--- config.mk ---
export PLATFORM = sky130hd
export DESIGN_NAME = mem_arbiter
export DESIGN_NICKNAME = d
export VERILOG_FILES = /design/src/rtl/cpu_mem_pkg.sv /design/src/rtl/mem_arbiter_rr_arb2.sv /design/src/rtl/mem_arbiter.sv
export SDC_FILE = /design/constraint.sdc
export NUM_CORES = 1
export LEC_CHECK = 0
export BUFFER_PORTS_ARGS = -buffer_cell sky130_fd_sc_hd__buf_4
export CAP_MARGIN = 10
export CORE_MARGIN = 2
export CORE_UTILIZATION = 49
export CTS_BUF_LIST = sky130_fd_sc_hd__clkbuf_16
export CTS_CLUSTER_DIAMETER = 120
export DETAILED_ROUTE_END_ITERATION = 10
export HOLD_SLACK_MARGIN = 0.15
export PLACE_DENSITY = 0.93
export SYNTH_ARGS = -nofsm -noshare
export SYNTH_HDL_FRONTEND = slang
export SYNTH_SLANG_ARGS = --single-unit
export TNS_END_PERCENT = 5
--- constraint.sdc ---
create_clock -name CK -period 3.03 [get_ports CK]
set_clock_uncertainty 0.05 [all_clocks]
set_input_delay 0.1515 -clock CK [delete_from_list [all_inputs] [get_ports CK]]
set_output_delay 0.1515 -clock CK [all_outputs]
set_load 0.05 [all_outputs]
--- src/rtl/cpu_mem_pkg.sv ---
// cpu_mem_pkg: shared memory-bus widths, arbiter state encoding and port ids
package cpu_mem_pkg;
  localparam int AW_DEF = 7;
  localparam int DW_DEF = 16;
  localparam logic [1:0] S_IDLE = 2'd0;
  localparam logic [1:0] S_ISSUE = 2'd1;
  localparam logic [1:0] S_RESP = 2'd2;
  localparam logic P_I = 1'b0;
  localparam logic P_D = 1'b1;
endpackage

--- src/rtl/mem_arbiter_rr_arb2.sv ---
// rr_arb2: two-way round-robin pick, req[0]=instruction, req[1]=data, gnt 0=I 1=D
module rr_arb2 (
  input  logic [1:0] req,
  input  logic       last,
  output logic       gnt
);
  assign gnt = &req ? ~last : req[1];
endmodule

--- src/rtl/mem_arbiter.sv ---
// mem_arbiter: shares one single-port RAM between instruction and data ports, fixed 3-cycle access
module mem_arbiter
  import cpu_mem_pkg::*;
#(
  parameter int AW = AW_DEF,
  parameter int DW = DW_DEF
) (
  input  logic          CK,
  input  logic          RST,
  input  logic          I_REQ,
  input  logic [AW-1:0] I_ADDR,
  output logic          I_ACK,
  output logic [DW-1:0] I_RDATA,
  input  logic          D_REQ,
  input  logic          D_WE,
  input  logic [AW-1:0] D_ADDR,
  input  logic [DW-1:0] D_WDATA,
  output logic          D_ACK,
  output logic [DW-1:0] D_RDATA,
  output logic          M_EN,
  output logic          M_WE,
  output logic [AW-1:0] M_ADDR,
  output logic [DW-1:0] M_WDATA,
  input  logic [DW-1:0] M_RDATA
);
  logic [1:0]    r_state;
  logic          r_gnt;
  logic          r_last;
  logic          r_we;
  logic [AW-1:0] r_addr;
  logic [DW-1:0] r_wdata;
  logic [DW-1:0] r_irdata;
  logic [DW-1:0] r_drdata;
  logic          w_gnt;
  logic          w_issue;
  logic          w_resp;
  rr_arb2 u_rr (
    .req ({D_REQ, I_REQ}),
    .last(r_last),
    .gnt (w_gnt)
  );
  // reset kills the access in the same cycle: no RAM strobe, no ACK
  assign w_issue = (r_state == S_ISSUE) && !RST;
  assign w_resp  = (r_state == S_RESP) && !RST;
  assign M_EN    = w_issue;
  assign M_WE    = w_issue && r_we;
  assign M_ADDR  = r_addr;
  assign M_WDATA = r_wdata;
  assign I_ACK   = w_resp && (r_gnt == P_I);
  assign D_ACK   = w_resp && (r_gnt == P_D);
  assign I_RDATA = I_ACK ? M_RDATA : r_irdata;
  assign D_RDATA = D_ACK ? (r_we ? '0 : M_RDATA) : r_drdata;
  // IDLE -> ISSUE -> RESP -> IDLE; latch winner and its command, keep read data between ACKs
  always_ff @(posedge CK) begin
    if (RST) begin
      r_state  <= S_IDLE;
      r_last   <= P_D;
      r_gnt    <= P_I;
      r_we     <= 1'b0;
      r_addr   <= '0;
      r_wdata  <= '0;
      r_irdata <= '0;
      r_drdata <= '0;
    end else begin
      r_irdata <= I_RDATA;
      r_drdata <= D_RDATA;
      if (r_state == S_IDLE && (I_REQ || D_REQ)) begin
        r_state <= S_ISSUE;
        r_gnt   <= w_gnt;
        r_we    <= w_gnt && D_WE;
        r_addr  <= w_gnt ? D_ADDR : I_ADDR;
        r_wdata <= w_gnt ? D_WDATA : '0;
      end else if (r_state == S_ISSUE) begin
        r_state <= S_RESP;
      end else if (r_state == S_RESP) begin
        r_state <= S_IDLE;
        r_last  <= r_gnt;
      end else if (r_state != S_IDLE) begin
        r_state <= S_IDLE;
      end
    end
  end
endmodule

=== Word-level counts from Yosys, hierarchy flattened ===
Cells that the tools add are included.

* Reduce and logical (&&, ||, !) cells: 16
* Bitwise gates (word level): 4
* Equal/unequal tests: 2
* Multiplexer cells: 10

{| class="wikitable"
|+ Operators by type and width
! operator !! number
|-
| 16-bit two-way mux || 4
|-
| 1-bit logical AND || 7
|-
| 7-bit two-way mux || 1
|-
| 2-bit two-way mux || 3
|-
| 1-bit NOT || 4
|-
| 4-bit nonzero test || 1
|-
| 3-bit AND reduction || 1
|-
| 3-bit nonzero test || 1
|-
| 2-bit by 1-bit equality test with 1-bit output (second input constant) || 1
|-
| 2-bit equality test (second input constant) || 1
|-
| 2-bit zero test || 1
|-
| 1-bit two-way mux || 2
|-
| 2-bit AND reduction || 1
|-
| 2-bit nonzero test || 1
|-
| 2-bit OR reduction || 1
|-
| 1-bit zero test || 1
|-
| 1-bit logical OR || 1
|}

* Input port bits: 51
* Register bits after elaboration: 60
* Word-level logic and storage cells: 41
* Output and inout port bits: 59

=== Logic depth before layout (Yosys ltp) ===
Gate-level depths: netlist of the first run.

* Word-level depth: 5
* Depth in mapped cells: 7

=== By module ===
Synthesis of the first run repeated with hierarchy kept, for this count alone.

* Cell total of the unflattened synthesis: 274
* Area, all modules: 2473.6 µm²

{| class="wikitable"
|+ Modules (own cells, without submodules)
! module !! area each (µm²) !! sequential area each (µm²) !! cells an instance !! instances
|-
| mem_arbiter || 2462.4 || 1201.2 || 273 || 1
|-
| rr_arb2 || 11.3 || 0.0 || 1 || 1
|}

=== Least setup slack after synthesis of the first run ===
OpenSTA, ideal clock, no wires.

* Path type: register to output
* From: register r_state[1]
* To: output port M_WE
* Arrival: 2214 ps
* Cell stages (with the launch flop): 4
* Slack: 615 ps
* Required time: 2829 ps
* Path buffers: 1
* Cell sequence: dfxtp_1 > buf_2 > nor3b_1 > and2_1

* Longest elaborated chain between the ends: 3

{| class="wikitable"
|+ Ends and longest elaborated chain
! what !! RTL line !! RTL
|-
| start: declaration || mem_arbiter.sv:26 || <nowiki>logic [1:0] r_state;</nowiki>
|-
| start signal: assignment || mem_arbiter.sv:56 || <nowiki>r_state <= S_IDLE;</nowiki>
|-
| start signal: assignment || mem_arbiter.sv:68 || <nowiki>r_state <= S_ISSUE;</nowiki>
|-
| start signal: assignment || mem_arbiter.sv:74 || <nowiki>r_state <= S_RESP;</nowiki>
|-
| 2-bit by 1-bit equality test with 1-bit output || mem_arbiter.sv:43 || <nowiki>assign w_issue = (r_state == S_ISSUE) && !RST;</nowiki>
|-
| 1-bit logical AND || mem_arbiter.sv:43 ||
|-
| via M_EN || mem_arbiter.sv:20 || <nowiki>output logic M_EN,</nowiki>
|-
| 1-bit logical AND || mem_arbiter.sv:46 || <nowiki>assign M_WE = w_issue && r_we;</nowiki>
|-
| end: declaration || mem_arbiter.sv:21 || <nowiki>output logic M_WE,</nowiki>
|}

The timed path passes the listed nets, and every way through them passes these cells.

=== Final worst setup path of the first run ===
* From: register r_state[1]
* To: output port I_RDATA[15]

* Longest elaborated chain between the ends: 4

{| class="wikitable"
|+ Ends and longest elaborated chain
! what !! RTL line !! RTL
|-
| 2-bit equality test || mem_arbiter.sv:44 || <nowiki>assign w_resp = (r_state == S_RESP) && !RST;</nowiki>
|-
| 1-bit logical AND || mem_arbiter.sv:44 ||
|-
| 1-bit logical AND || mem_arbiter.sv:49 || <nowiki>assign I_ACK = w_resp && (r_gnt == P_I);</nowiki>
|-
| 16-bit two-way mux || mem_arbiter.sv:51 || <nowiki>assign I_RDATA = I_ACK ? M_RDATA : r_irdata;</nowiki>
|-
| end: declaration || mem_arbiter.sv:13 || <nowiki>output logic [DW-1:0] I_RDATA,</nowiki>
|}

No other way between the ends.

==> flow_summary.json, run 1 <==
{
  "place.gp.congestion": 0.7733,
  "drive_above_1_share": 0.3559,
  "vias": 2440,
  "syn2layout_area_growth_pct": 66.36,
  "grt_pass1_vias": 2448,
  "yosysSeqAreaShare": 0.5150,
  "crit_start": "r_state[1]",
  "power.total_mw": 2.069,
  "netlist.area_leader.share": 0.5150,
  "power_density_mw_per_mm2": 533.4,
  "leakage_nw": 1.891,
  "grt_pass1_wl_um": 11020,
  "wirelength_um": 7084,
  "viasPerCell": 5.386,
  "cap_violations": 0,
  "period_share": 0.8972,
  "io_buffers": 109,
  "reg2reg_slack_ps": 710,
  "status": "completed",
  "ys.flop_type": "dfxtp_1",
  "syn-instance-count": 241,
  "grt_start_max_net_pins": 50,
  "clock_latency_ps": 320,
  "reg2reg_from": "r_state[1]",
  "max_freq_mhz": 367.9,
  "io_pins": 110,
  "post-cts-setup-buffers": 0,
  "cts_sinks": 60,
  "grt_usage": 0.2735,
  "syn_avg_cell_area_um2": 9.677,
  "dieArea_mm2": 0.005328,
  "slew_headroom": 0.2699,
  "netlist_area_mm2": 0.002332,
  "hold_path.class": "in2reg",
  "drc_errors": 0,
  "report.final.slew_viol_count": 0,
  "antenna_left": 0,
  "synth_area_leaders": "dfxtp_1 52%, nand2_1 7.6%, mux2_4 6.4%",
  "fillers": 282,
  "initial_core_util": 0.5004,
  "synth_seq_cells": 60,
  "antenna_found_initial": 0,
  "die_x_um": 72.99,
  "worstHoldPathCells": 3,
  "ff2ff_path_depth": 4,
  "regArea_mm2": 0.001201,
  "ys.warnings.count": 0,
  "post-synth-top-count-cell": "dfxtp_1",
  "cts_resized": 0,
  "endpoint": "I_RDATA[15]",
  "root_buffer": "clkbuf_16",
  "arrival_ps": 2520,
  "cp-start-kind": "flip-flop",
  "gr-total-overflow": 0,
  "path_max_fanout": 16,
  "slowest_stage": "or4b_1",
  "synth_edf_count": 0,
  "rsz0062_at_grt": "false",
  "crit_path_cell_trace": "or4b_1 -> inv_1 -> mux2_2 -> buf_4",
  "reg2reg_to": "r_irdata[15]",
  "critical_path_class": "reg2out",
  "drt_pass1_iterations": 4,
  "dp_hpwl_um": 4031,
  "synth_common_cells": "60 x dfxtp_1, 47 x nand2_1, 25 x a21oi_1, 18 x nor2b_1, 17 x a22o_1",
  "synth_area_leader_cell": "dfxtp_1",
  "setup_viol": 0,
  "layout.cells.non_filler": 453,
  "post_dp_cell_area_mm2": 0.003157,
  "peakVddDrop_mv": 0.3795,
  "drtIter0Drc": 89,
  "yosysUniqueCellTypes": 28,
  "post_drt_wl_per_cell_um": 15.64,
  "rows": 25,
  "syn-num-nets": 292,
  "multiInputGateArea_mm2": 0.001040,
  "setup_tns_ps": 0,
  "worst_pin_slew_ps": 1091,
  "hold_violations": 0,
  "clk_pin_slew_ps": 40,
  "die_h_um": 72.99,
  "slowest_delay_ps": 900,
  "synthArstFlopShare": 0,
  "core_area_mm2": 0.004661,
  "fin_crit_ps": 2718,
  "dp.cells": 390,
  "cts_tree": "done",
  "diodes": 0,
  "clockBufferDepth": 2,
  "cts_buffers": 9,
  "required_ps": 2830,
  "fin_area_mm2": 0.003880,
  "nNetsFinal": 445,
  "endpoint_kind": "output pin",
  "hold_path.startpoint": "D_REQ",
  "whs_ps": 176.0,
  "htreeDepth": 3
}
[routing by layer]
| metal | vias up | global-route usage | share of wire |
|---|---|---|---|
| li1 | 1156 | - | - |
| met4 | 0 | 0.1317 | 0.029 |
| met5 | - | 0 | 0 |
| met1 | 1156 | 0.2961 | 0.38 |
| met3 | 21 | 0.06492 | 0.061 |
| met2 | 107 | 0.4945 | 0.53 |
[critical path, delay by kind of cell (launching register included)]
kind / cells / cell delay, ps
DFF: 1 / 480
and+or+nand+nor: 1 / 900
buffers and inverters: 2 / 440
muxes: 1 / 370
[worst min path at each step]
stage                       end  slack (ps)
floorplan           M_WDATA[10]         230
global placement     M_WDATA[6]         320
detailed placement         r_we         320
CTS                  r_state[0]         180
global route         r_state[0]         250
finish               r_state[0]         180
[cell families (layout without fill, tap and decap cells)]
group	count (synthesis)	after routing	share of synthesized area
mux	16	16	0.09334
compound gates	53	53	0.1583
flops	60	60	0.5150
simple gates	93	93	0.1942
buf+inv	19	177	0.03916
[power by group]
| part | switching, mW | internal [mW] |
|---|---|---|
| sequential | 0.0197 | 0.821 |
| clock | 0.320 | 0.531 |
| combinational | 0.209 | 0.169 |
[flip-flops by register name, indices dropped and copies added (netlist names)]
name and flops:
M_ADDR 7, M_WDATA 16, r_drdata 16, r_gnt 1, r_irdata 16, r_last 1
r_state 2, r_we 1
[stage by stage]
stage,utilization,setup WS (ps)
after floorplan,-,614.7
after global placement,0.6773,744.4
after detailed placement,0.6773,701.6
after CTS,0.8325,353.7
after global routing,0.8325,234.0
final,0.8325,311.6
[what timing repair did]
item / 4_1_cts / 5_1_grt
hold buffers: 47 / 0
endpoints found under the hold margin: 41 / 0
endpoints found under the setup margin: 0 / 0
[area by class of cell]
class                   count  share of cell area
multi-input cells         162              0.2680
clock inverters             7            0.007094
repair buffers            159              0.3380
clock buffers               9             0.05805
well taps                  54             0.01741
flip-flops and latches     60              0.3096
inverters                   2            0.001935
[layout by cell type, fill, tap and decap left out, drive strengths merged]
cell type	synthesis	final
a21bo	1	1
nand3	16	16
nand4bb	1	1
buf	7	112
a22o	17	17
a311oi	7	7
a21boi	1	1
nor4	2	2
nor2	3	3
or4b	1	1
clkinv	0	4
or2	1	1
nor3b	2	2
mux2	16	16
nor2b	18	18
dlygate4sd3	0	47
o31ai	1	1
and2	1	1
clkbuf	10	9
a21oi	25	25
a211o	1	1
nor3	1	1
dfxtp	60	60
inv	2	5
nand2	47	47
Note: power is estimated with default switching activity, not from simulation.
==> inputs of run 2 (changes only) <==
Settings changed: CORE_ASPECT_RATIO set to 0.8, CORE_UTILIZATION 49 to 50, SYNTH_HIERARCHICAL set to 1.
==> flow_summary.json, run 2 <==
{
  "status": "completed",
  "die_x_um": 82.64,
  "cts_buffers": 9,
  "antenna_found_initial": 0,
  "setup_viol": 0,
  "core_area_mm2": 0.004679,
  "worstHoldPathCells": 3,
  "hold_violations": 0,
  "clk_pin_slew_ps": 50,
  "whs_ps": 155.5,
  "clock_latency_ps": 330,
  "dieArea_mm2": 0.005529,
  "report.final.slew_viol_count": 0,
  "synth_common_cells": "60 x dfxtp_1, 41 x a21oi_1, 32 x nand2_1, 22 x clkbuf_1",
  "arrival_ps": 2400,
  "die_h_um": 66.91,
  "nNetsFinal": 462,
  "fin_crit_ps": 2604,
  "cap_violations": 0,
  "synth_seq_cells": 60,
  "wirelength_um": 7720,
  "antenna_left": 0,
  "io_pins": 110,
  "yosysUniqueCellTypes": 25,
  "worst_pin_slew_ps": 1112,
  "cp-start-kind": "flip-flop",
  "ys.warnings.count": 6,
  "post-synth-top-count-cell": "dfxtp_1",
  "drtIter0Drc": 129,
  "yosysSeqAreaShare": 0.4856,
  "synth_edf_count": 0,
  "netlist_area_mm2": 0.002474,
  "place.gp.congestion": 0.7914,
  "period_share": 0.8596,
  "final_common_cell": "buf_4",
  "grt_pass1_wl_um": 12140,
  "regArea_mm2": 0.001201,
  "required_ps": 2830,
  "setup_tns_ps": 0,
  "grt_start_max_net_pins": 62,
  "diodes": 0,
  "clockBufferDepth": 2,
  "netlist.area_leader.share": 0.4856,
  "grtUsageMet3": 0.08808,
  "ff2ff_path_depth": 4,
  "dp.cells": 423,
  "post-route-util": 0.8366,
  "drt_pass1_iterations": 4,
  "post-cts-setup-buffers": 0,
  "cts_sinks": 60,
  "path_max_fanout": 16,
  "layout.cells.non_filler": 475,
  "io_buffers": 109,
  "root_buffer": "clkbuf_16",
  "post_drt_wl_per_cell_um": 16.25,
  "gr-total-overflow": 0,
  "drc_errors": 0,
  "endpoint_kind": "output pin",
  "hold_path.class": "in2reg",
  "htreeDepth": 3,
  "dp_hpwl_um": 4573,
  "grtUsageMet1": 0.3166,
  "peakVddDrop_mv": 0.5042,
  "synth_area_leaders": "dfxtp_1 49%, a21oi_1 8.3%, mux2_4 6.1%",
  "synthArstFlopShare": 0,
  "syn2layout_area_growth_pct": 58.27,
  "cts_hold_buf": 37,
  "syn-num-nets": 325,
  "leakage_nw": 1.824,
  "cts_resized": 0,
  "top_usage_layer": "met2",
  "layout_common_cells": "114 x buf_4, 60 x dfxtp_1, 41 x a21oi_1",
  "grt_usage": 0.2942,
  "vias": 2594,
  "grt_pass1_vias": 2636,
  "cts_tree": "done",
  "synth_area_leader_cell": "dfxtp_1",
  "max_freq_mhz": 384.0,
  "syn_avg_cell_area_um2": 9.028,
  "slew_headroom": 0.2560,
  "viasPerCell": 5.461,
  "multiInputGateArea_mm2": 0.001155,
  "critical_path_class": "reg2out",
  "initial_core_util": 0.5286,
  "drive_above_1_share": 0.3494,
  "rows": 22,
  "fillers": 281,
  "use_met2": 0.5252,
  "ys.flop_type": "dfxtp_1",
  "power_density_mw_per_mm2": 527.4,
  "rsz0062_at_grt": "false",
  "syn-instance-count": 274
}
-- run 2: cell count changes in the layout (fill, tap and decap cells not counted), sizes merged, moves of 2 or more --
cell         delta
o21ai          +18
a22o           -17
nand4          +17
a21oi          +16
nand2          -15
dlygate4sd3    -10
a211oi          +7
a311oi          -7
mux2i           +7
buf             +2
nor4            -2
-- run 2: area by class of cell --
type | instances | share of cell area
Timing Repair Buffer | 151 | 0.3132
Tap cell | 60 | 0.01918
Multi-Input combinational cell | 187 | 0.2950
Clock inverter | 6 | 0.006392
Sequential cell | 60 | 0.3068
Clock buffer | 9 | 0.05753
Inverter | 2 | 0.001918
-- run 2: final timing paths --
path                             startpoint  slack, ps           end
worst min-delay path              I_ADDR[4]        160     M_ADDR[4]
worst min register to register  r_drdata[0]        410   r_drdata[0]
worst max register to register   r_state[1]        820  r_irdata[15]
worst max-delay path             r_state[1]        430   I_RDATA[15]
-- run 2: cell families (layout without fill, tap and decap cells) --
logic type,count (synthesis),count (layout),synth area share
AND/OR/NAND/NOR,96,96,0.2018
AO/OA/AOI/OAI,68,68,0.1487
flip-flops,60,60,0.4856
buffers and inverters,27,168,0.04754
multiplexers,23,23,0.1163
-- run 2: critical path, cell delays in order (launching register included) --
cell and delay [ps]:
dfxtp_1 430, or4b_1 890, inv_1 200, mux2_2 360
buf_4 190
-- run 2: through the flow --
stage	power, mW	setup slack, ps	instance area [um^2]
finish	2.065	425.5	3915
global route	2.137	335.7	3915
CTS	2.061	430.4	3915
detailed placement	1.177	788.7	3294
global placement	1.171	818.5	3294
floorplan	1.055	674.6	2474
-- run 2: metal layers --
| metal | wire length [um] | vias to the layer above | share of wire |
|---|---|---|---|
| met2 | 3912 | 117 | 0.51 |
| met3 | 654 | 15 | 0.085 |
| met1 | 2981 | 1226 | 0.39 |
| met4 | 172 | 0 | 0.022 |
| met5 | 0 | - | 0 |
| li1 | - | 1236 | - |
-- run 2: power by group --
part / switching (mW) / total (mW) / leakage (nW) / internal [mW]
combinational: 0.221 / 0.375 / 1.20 / 0.154
clock: 0.323 / 0.853 / 0.133 / 0.531
sequential: 0.0179 / 0.837 / 0.487 / 0.819
total: 0.561 / 2.06 / 1.82 / 1.50
==> inputs of run 3 (changes only) <==
Settings changed: HOLD_SLACK_MARGIN 0.15 to 0.02, RECOVER_POWER set to 100.
==> flow_summary.json, run 3 (synthesized netlist as in run 2, its figures left out) <==
{
  "die_x_um": 82.64,
  "dieArea_mm2": 0.005529,
  "max_freq_mhz": 381.0,
  "post_dp_cell_area_mm2": 0.003294,
  "slew_headroom": 0.2639,
  "clk_pin_slew_ps": 50,
  "drive_above_1_share": 0.1984,
  "drt_pass1_iterations": 4,
  "layout_common_cells": "60 x dfxtp_1, 57 x clkbuf_1, 56 x buf_4",
  "place.gp.congestion": 0.7914,
  "power_frac_seq": 0.421,
  "clock_latency_ps": 320,
  "rows": 22,
  "power_density_mw_per_mm2": 602.5,
  "arrival_ps": 2420,
  "wl_met3_um": 484,
  "drtIter0Drc": 130,
  "wl_met2_um": 3297,
  "hold_path.class": "in2reg",
  "grt_pass1_vias": 2403,
  "rsz0062_at_grt": "false",
  "wl_met1_um": 2832,
  "post-route-util": 0.7032,
  "p_sw_uw": 539.9,
  "grt_pass1_wl_um": 10600,
  "leakage_nw": 1.400,
  "post-cts-setup-buffers": 0,
  "wirelength_um": 6735,
  "nNetsFinal": 425,
  "htreeDepth": 3,
  "vias": 2404,
  "fin_crit_ps": 2625,
  "top_layer": "met4",
  "diodes": 0,
  "gr-total-overflow": 0,
  "post_drt_wl_per_cell_um": 15.38,
  "peakVddDrop_mv": 0.4578,
  "path_max_fanout": 16,
  "cts_hold_buf": 0,
  "syn2layout_area_growth_pct": 33.03,
  "antenna_left": 0,
  "cts_buffers": 9,
  "final_common_cell": "dfxtp_1",
  "report.final.slew_viol_count": 0,
  "grt_start_max_net_pins": 62,
  "status": "completed",
  "cap_violations": 0,
  "setup_viol": 0,
  "antenna_found_initial": 0,
  "initial_core_util": 0.5286,
  "io_pins": 110,
  "grt_usage": 0.2571,
  "fin_area_mm2": 0.003291,
  "cts_tree": "done",
  "worst_pin_slew_ps": 1100,
  "die_h_um": 66.91,
  "critical_path_class": "reg2out",
  "endpoint_kind": "output pin",
  "required_ps": 2830,
  "cts_resized": 0,
  "cts_sinks": 60,
  "io_buffers": 109,
  "drc_errors": 0,
  "switching_share": 0.2723,
  "dp_hpwl_um": 4573,
  "period_share": 0.8663,
  "pwr-share-comb": 0.151,
  "internal_power_mw": 1.443,
  "clockBufferDepth": 2,
  "core_area_mm2": 0.004679,
  "hold_violations": 0,
  "clock_power_share": 0.428,
  "viasPerCell": 5.489,
  "cp-start-kind": "flip-flop",
  "root_buffer": "clkbuf_16",
  "setup_tns_ps": 0
}
[run 3: changes by cell type in the layout (fill, tap and decap cells not counted), sizes merged]
cell	change
dlygate4sd3	-37
clkbuf	+58
buf	-58
[run 3: layout make-up]
class | instances | area (um^2)
Sequential cell | 60 | 1201
Tap cell | 60 | 75.07
Clock inverter | 6 | 25.02
Fill cell | 418 | 1389
Timing Repair Buffer | 114 | 639.4
Inverter | 2 | 7.507
Clock buffer | 9 | 225.2
Multi-Input combinational cell | 187 | 1117
[run 3: power by group through the flow]
stage,combinational (mW),clock [mW],sequential [mW]
final,0.300,0.848,0.835
after global placement,0.323,0,0.848
after floorplan,0.145,0,0.911
after global routing,0.319,0.900,0.837
after detailed placement,0.328,0,0.849
after CTS,0.331,0.857,0.835
[run 3: worst max-delay path: stages, from the launching register on]
cell and delay, ps:
dfxtp_1 410, or4b_1 840, mux2_1 370, clkbuf_1 480
[run 3: path summary, 6_finish.rpt]
kind / slack (ps) / from / to / cells past startpoint
max: 410 / r_state[1] / I_RDATA[11] / 3
max reg2reg: 910 / r_state[1] / r_irdata[15] / 4
min: 70 / D_WDATA[2] / M_WDATA[2] / 3
min reg2reg: 410 / r_drdata[13] / r_drdata[13] / 2
[run 3: layer usage]
layer | vias up | GRT usage
li1 | 1167 | -
met1 | 1127 | 0.2826
met2 | 99 | 0.4304
met3 | 11 | 0.09485
met4 | 0 | 0.1352
met5 | - | 0
[run 3: stage by stage]
| stage | total power [mW] | setup slack, ps | hold WS, ps | instances |
|---|---|---|---|---|
| floorplan | 1.055 | 674.6 | 272.9 | 274 |
| global placement | 1.171 | 818.5 | 388.0 | 423 |
| detailed placement | 1.177 | 788.7 | 395.9 | 423 |
| CTS | 2.023 | 430.4 | 60.87 | 438 |
| global route | 2.056 | 274.9 | 61.51 | 438 |
| finish | 1.983 | 405.1 | 66.06 | 438 |
